<file path="src/rtl/time_and_date_pkg.sv">
// rtl/time_and_date_pkg.sv - field layout, limits and calendar helpers for the BCD time/date word
// February leap handling in the clock is gated by TIME_AND_DATE_LEAP_YEAR_EN.
package time_and_date_pkg;

  localparam int TD_W      = 44;

  localparam int SEC_LSB   = 0;
  localparam int SEC_W     = 7;
  localparam int MIN_LSB   = 7;
  localparam int MIN_W     = 7;
  localparam int HOUR_LSB  = 14;
  localparam int HOUR_W    = 6;
  localparam int DAY_LSB   = 20;
  localparam int DAY_W     = 6;
  localparam int MON_LSB   = 26;
  localparam int MON_W     = 5;
  localparam int YEAR_LSB  = 31;
  localparam int YEAR_W    = 8;
  localparam int WDAY_LSB  = 39;
  localparam int WDAY_W    = 3;
  localparam int RSVD_LSB  = 42;
  localparam int RSVD_W    = 2;

  localparam logic [SEC_W-1:0]  SEC_MAX  = 7'h59;
  localparam logic [MIN_W-1:0]  MIN_MAX  = 7'h59;
  localparam logic [HOUR_W-1:0] HOUR_MAX = 6'h23;
  localparam logic [MON_W-1:0]  MON_MAX  = 5'h12;
  localparam logic [YEAR_W-1:0] YEAR_MAX = 8'h99;

  localparam logic [TD_W-1:0] TD_RSVD_MASK = {2'b11, 42'd0};

  // 00:00:00, 01.01.00, Saturday
  localparam logic [TD_W-1:0] TD_RESET =
    {2'b00, 3'd6, 8'h00, 5'h01, 6'h01, 6'h00, 7'h00, 7'h00};

  // Year divisible by 4, evaluated directly on the two BCD digits.
  function automatic logic is_leap_year(input logic [7:0] year_bcd);
    logic [3:0] ones;
    ones = year_bcd[3:0];
    if (year_bcd[4])
      return (ones == 4'd2) || (ones == 4'd6);
    else
      return (ones == 4'd0) || (ones == 4'd4) || (ones == 4'd8);
  endfunction

  // Unknown month codes fall back to 31 so the day field can still wrap.
  function automatic logic [DAY_W-1:0] days_in_month(input logic [MON_W-1:0] month_bcd,
                                                     input logic leap);
    case (month_bcd)
      5'h02:                      return leap ? 6'h29 : 6'h28;
      5'h04, 5'h06, 5'h09, 5'h11: return 6'h30;
      default:                    return 6'h31;
    endcase
  endfunction

endpackage

</file>
<file path="src/rtl/bcd_wrap_counter.sv">
// rtl/bcd_wrap_counter.sv - two-digit BCD field incrementer with wrap to min at or above max
module bcd_wrap_counter #(
  parameter int TENS_W = 4
) (
  input  logic              inc,
  input  logic [TENS_W+3:0] val,
  input  logic [TENS_W+3:0] max,
  input  logic [TENS_W+3:0] min,
  output logic [TENS_W+3:0] next_val,
  output logic              carry
);

  always_comb begin
    carry    = inc && (val >= max);
    next_val = val;
    if (carry) begin
      next_val = min;
    end else if (inc) begin
      // ">= 9" rather than "== 9" so an illegal ones digit recovers too
      if (val[3:0] >= 4'd9)
        next_val = {val[TENS_W+3:4] + 1'b1, 4'd0};
      else
        next_val = {val[TENS_W+3:4], val[3:0] + 4'd1};
    end
  end

endmodule

</file>
<file path="src/rtl/time_and_date_clock.sv">
// rtl/time_and_date_clock.sv - BCD real-time clock/calendar register, one second per 1 Hz enable
// Define TIME_AND_DATE_LEAP_YEAR_EN to give February 29 days in leap years.
module time_and_date_clock
  import time_and_date_pkg::*;
(
  input  logic            clk,
  input  logic            nReset,
  input  logic            clkEn1Hz,
  input  logic            setTimeAndDate_in,
  input  logic [TD_W-1:0] timeAndDate_In,
  output logic [TD_W-1:0] timeAndDate_Out
);

  logic [TD_W-1:0]   td_q, td_d;

  logic [SEC_W-1:0]  sec_next;
  logic [MIN_W-1:0]  min_next;
  logic [HOUR_W-1:0] hour_next;
  logic [DAY_W-1:0]  day_next;
  logic [MON_W-1:0]  mon_next;
  logic [YEAR_W-1:0] year_next;
  logic [WDAY_W-1:0] wday_q, wday_next;
  logic              sec_carry, min_carry, hour_carry, day_carry, mon_carry, year_carry;
  logic              leap;
  logic [DAY_W-1:0]  day_max;

  bcd_wrap_counter #(.TENS_W(3)) u_sec (
    .inc(clkEn1Hz), .val(td_q[SEC_LSB +: SEC_W]), .max(SEC_MAX), .min(7'h00),
    .next_val(sec_next), .carry(sec_carry)
  );

  bcd_wrap_counter #(.TENS_W(3)) u_min (
    .inc(sec_carry), .val(td_q[MIN_LSB +: MIN_W]), .max(MIN_MAX), .min(7'h00),
    .next_val(min_next), .carry(min_carry)
  );

  bcd_wrap_counter #(.TENS_W(2)) u_hour (
    .inc(min_carry), .val(td_q[HOUR_LSB +: HOUR_W]), .max(HOUR_MAX), .min(6'h00),
    .next_val(hour_next), .carry(hour_carry)
  );

`ifdef TIME_AND_DATE_LEAP_YEAR_EN
  assign leap = is_leap_year(td_q[YEAR_LSB +: YEAR_W]);
`else
  assign leap = 1'b0;
`endif

  assign day_max = days_in_month(td_q[MON_LSB +: MON_W], leap);

  bcd_wrap_counter #(.TENS_W(2)) u_day (
    .inc(hour_carry), .val(td_q[DAY_LSB +: DAY_W]), .max(day_max), .min(6'h01),
    .next_val(day_next), .carry(day_carry)
  );

  bcd_wrap_counter #(.TENS_W(1)) u_mon (
    .inc(day_carry), .val(td_q[MON_LSB +: MON_W]), .max(MON_MAX), .min(5'h01),
    .next_val(mon_next), .carry(mon_carry)
  );

  // Year rolls 99 -> 00; nothing above it consumes the carry.
  bcd_wrap_counter #(.TENS_W(4)) u_year (
    .inc(mon_carry), .val(td_q[YEAR_LSB +: YEAR_W]), .max(YEAR_MAX), .min(8'h00),
    .next_val(year_next), .carry(year_carry)
  );

  assign wday_q = td_q[WDAY_LSB +: WDAY_W];

  always_comb begin
    wday_next = wday_q;
    if (hour_carry) begin
      if ((wday_q >= 3'd7) || (wday_q == 3'd0))
        wday_next = 3'd1;
      else
        wday_next = wday_q + 3'd1;
    end
  end

  always_comb begin
    td_d = td_q;
    if (setTimeAndDate_in) begin
      td_d = timeAndDate_In & ~TD_RSVD_MASK;
    end else if (clkEn1Hz) begin
      td_d = {{RSVD_W{1'b0}}, wday_next, year_next, mon_next, day_next,
              hour_next, min_next, sec_next};
    end
  end

  always_ff @(posedge clk) begin
    if (nReset)
      td_q <= TD_RESET;
    else
      td_q <= td_d;
  end

  assign timeAndDate_Out = td_q;

endmodule

</file>
<file path="config.mk">
export PLATFORM = sky130hd
export DESIGN_NAME = time_and_date_clock
export DESIGN_NICKNAME = d
export VERILOG_FILES = /design/src/rtl/time_and_date_pkg.sv /design/src/rtl/bcd_wrap_counter.sv /design/src/rtl/time_and_date_clock.sv
export SDC_FILE = /design/constraint.sdc
export NUM_CORES = 1
export LEC_CHECK = 0
export ABC_AREA = 1
export CAP_MARGIN = 0
export CORE_ASPECT_RATIO = 1.2
export CORE_MARGIN = 4
export CORE_UTILIZATION = 30
export DETAILED_ROUTE_END_ITERATION = 7
export GPL_TIMING_DRIVEN = 0
export HOLD_SLACK_MARGIN = 0.12
export SLEW_MARGIN = 20
export SYNTH_ARGS = -nofsm -noshare
export SYNTH_HDL_FRONTEND = slang
export SYNTH_HIERARCHICAL = 1
export SYNTH_SLANG_ARGS = --single-unit
</file>
<file path="constraint.sdc">
create_clock -name clk -period 7 [get_ports clk]
set_input_delay 1.4 -clock clk [delete_from_list [all_inputs] [get_ports clk]]
set_output_delay 1.4 -clock clk [all_outputs]
set_load 0.005 [all_outputs]
</file>
==> summary.md <==
| Metric | Value |
|---|---|
| Internal | 0.5184 mW |
| Final Hold Fails | 0 |
| WL/cell | 10.59 um |
| Largest net degree at the start of global routing | 14 |
| CTS max path bufs | 2 |
| Max-cap violations | 0 |
| Final WL | 13.46 mm |
| Crit-path max FO | 10 |
| CTS Hold Bufs | 0 |
| Dpl cell area | 6565 um2 |
| Inserted Diodes | 0 |
| Required @ worst endpoint | 7.24 ns |
| Clk slew on worst S/H paths | 0.06 ns |
| Leak Pwr | 3.912 nW |
| Syn. warnings | 6 |
| Resize count post-CTS | 0 |
| Core area | 16,850 um2 |
| Starting Density | 30.58% |
| Crit path kind | in2reg |
| Highest Clock Rate | 0.2316 GHz |
| Cell Area, Synth | 5152 um2 |
| Fin crit share | 61.69% |
| Cell row count | 52 |
| Unrepaired setup endpoints after global routing | false |
| # Post-CTS Setup Buffers | 0 |
| Net switching power | 0.2760 mW |
| Vias in the first global route | 5,016 |
| Pre-antenna DRT Iters | 4 |
| Max FFs per register | 42 |
| DRC violations left | 0 |
| Peak VDD IR | 0.08612 mV |
| Violation count after the first detailed-route iteration | 186 |
| Worst-Margin Slew | 0.5628 ns |
| Pwr Total | 0.7944 mW |
| Initial antenna violation count | 2 |
| Final instance area | 6716 um2 |
| Clk_lat worst skew | 0.29 ns |
| WP data arrival | 4.56 ns |
| Die W | 127.6 um |
| Hold Crit Class | reg2reg |
| Min Tclk post-route | 4.318 ns |
| Die area | 19,340 um2 |
| Num CTS Buffers | 5 |
| First-pass GRT wire length | 23.03 mm |
| Final Max Tran Viols | 0 |
| IO Count | 92 |
| Layout Nets | 1,164 |
| Total global-route track usage | 14.38% |
| Max transition margin | 62.48% |
| Worst setup EP type | flop |
| Sequential power share | 35.7% |
| CTS sink cnt | 42 |
| Mapped Avg Cell Area | 5.822 um2 |
| Die height | 151.6 um |
| Port Buf Inserts | 86 |
| Sw frac | 34.74% |
| TritonCTS clock tree | built |
| Synth Instances | 885 |
| Status | completed |
| CP Launch Type | primary input |
| H-tree Lvls | 2 |
| Final setup vio count | 0 |
| Layout cells sized above 1 | 7.970% |
| Comb pwr share | 32.9% |
| Clock power frac | 31.4% |
| Setup Total Neg Slack | 0 ns |
| Skew final | 0.004201 ns |
| Vias/cell | 4.183 |
| Post-DRT Antenna Nets | 0 |
| CTS root buffer | clkbuf_16 |
| Remaining global-route overflow | 0 |
| Gpl congestion | 0.8078 |
| Synth-to-Final Area Change | 30.35% |
| Vias | 5,313 |
| HPWL after DPL | 10.53 mm |
| Pwr/cell area | 118.3 nW/um2 |
[cell usage in the layout (no fill, tap or decap), types with 2 or more instances in the layout]
cell type          n
a21oi_1           17
a21oi_2            2
a21oi_4            2
a22oi_1            2
buf_2              8
buf_4              9
buf_6              5
clkbuf_1           6
clkbuf_16          5
clkdlybuf4s50_1   86
clkinv_1           2
conb_1            77
dfxtp_1           42
ha_1              63
inv_1            148
inv_2              7
inv_4              2
nand2_1          376
nand2_2           11
nand2_4            9
nand3_1           95
nand3_2            5
nand3_4            3
nand4_1           10
nor2_1            19
nor2_2             6
nor2_4             3
o211ai_1           3
o21ai_0            9
o21ai_1            2
or2_2              3
xnor2_1            7
[power groups by stage]
stage	clock, mW	sequential [mW]	combinational, mW
6_report	0.249	0.284	0.261
3_3_place_gp	0	0.290	0.259
4_1_cts	0.258	0.284	0.264
3_5_place_dp	0	0.290	0.262
5_1_grt	0.267	0.288	0.304
2_1_floorplan	0	0.282	0.171
[per-layer routing]
layer  part of all wire [%]  global-route usage (%)  up-vias
li1                       -                       -     2972
met1                     46                   17.89     2246
met2                     48                   25.71       80
met3                    5.3                   3.015       11
met4                   0.94                   2.866        4
met5                   0.19                       0        -
[critical path, cell delays in order]
cell and delay [ns]:
clkdlybuf4s50_1 0.64, buf_4 0.23, nand2_4 0.09, inv_1 0.06, buf_4 0.16, nand2_4 0.09
inv_1 0.20, nand2_4 0.12, inv_4 0.12, nand2_4 0.09, inv_4 0.10, buf_6 0.15
nand2_4 0.08, inv_1 0.06, buf_4 0.15, nand2_1 0.06, inv_1 0.08, nand3_1 0.08
xor2_1 0.16, nor2_1 0.09, nand2_1 0.06, nand2_1 0.05, nand2_1 0.05, nand3_1 0.07
nand2_1 0.05, inv_1 0.06
[stage by stage]
stage               setup WS, ns  hold WS [ns]  instances  utilization [%]
detailed placement         2.348        0.5455       1262            38.96
finish                     2.682        0.5548       1270            39.86
global placement           2.348        0.5581       1262            38.96
floorplan                  3.496        0.5296        960                -
global route               2.332        0.5800       1270            39.86
CTS                        2.641        0.5611       1270            39.86
[area by class of cell]
type / instances / area (um2)
Buffer: 28 / 186.4
Clock buffer: 6 / 138.9
Clock inverter: 2 / 12.51
Fill cell: 1879 / 10130
Inverter: 159 / 601.8
Multi-Input combinational cell: 731 / 3805
Sequential cell: 42 / 840.8
Tap cell: 216 / 270.3
Timing Repair Buffer: 86 / 860.8
[path summary, 6_finish.rpt]
path	startpoint	to	slack (ns)	cells past startpoint
hold reg to reg	timeAndDate_Out[40]	timeAndDate_Out[40]	0.55	2
setup / recovery	clkEn1Hz	timeAndDate_Out[34]	2.68	26
hold / removal	timeAndDate_Out[40]	timeAndDate_Out[40]	0.55	2
setup reg to reg	timeAndDate_Out[0]	timeAndDate_Out[34]	3.43	30
No activity file was read; power rests on OpenSTA's default activity.
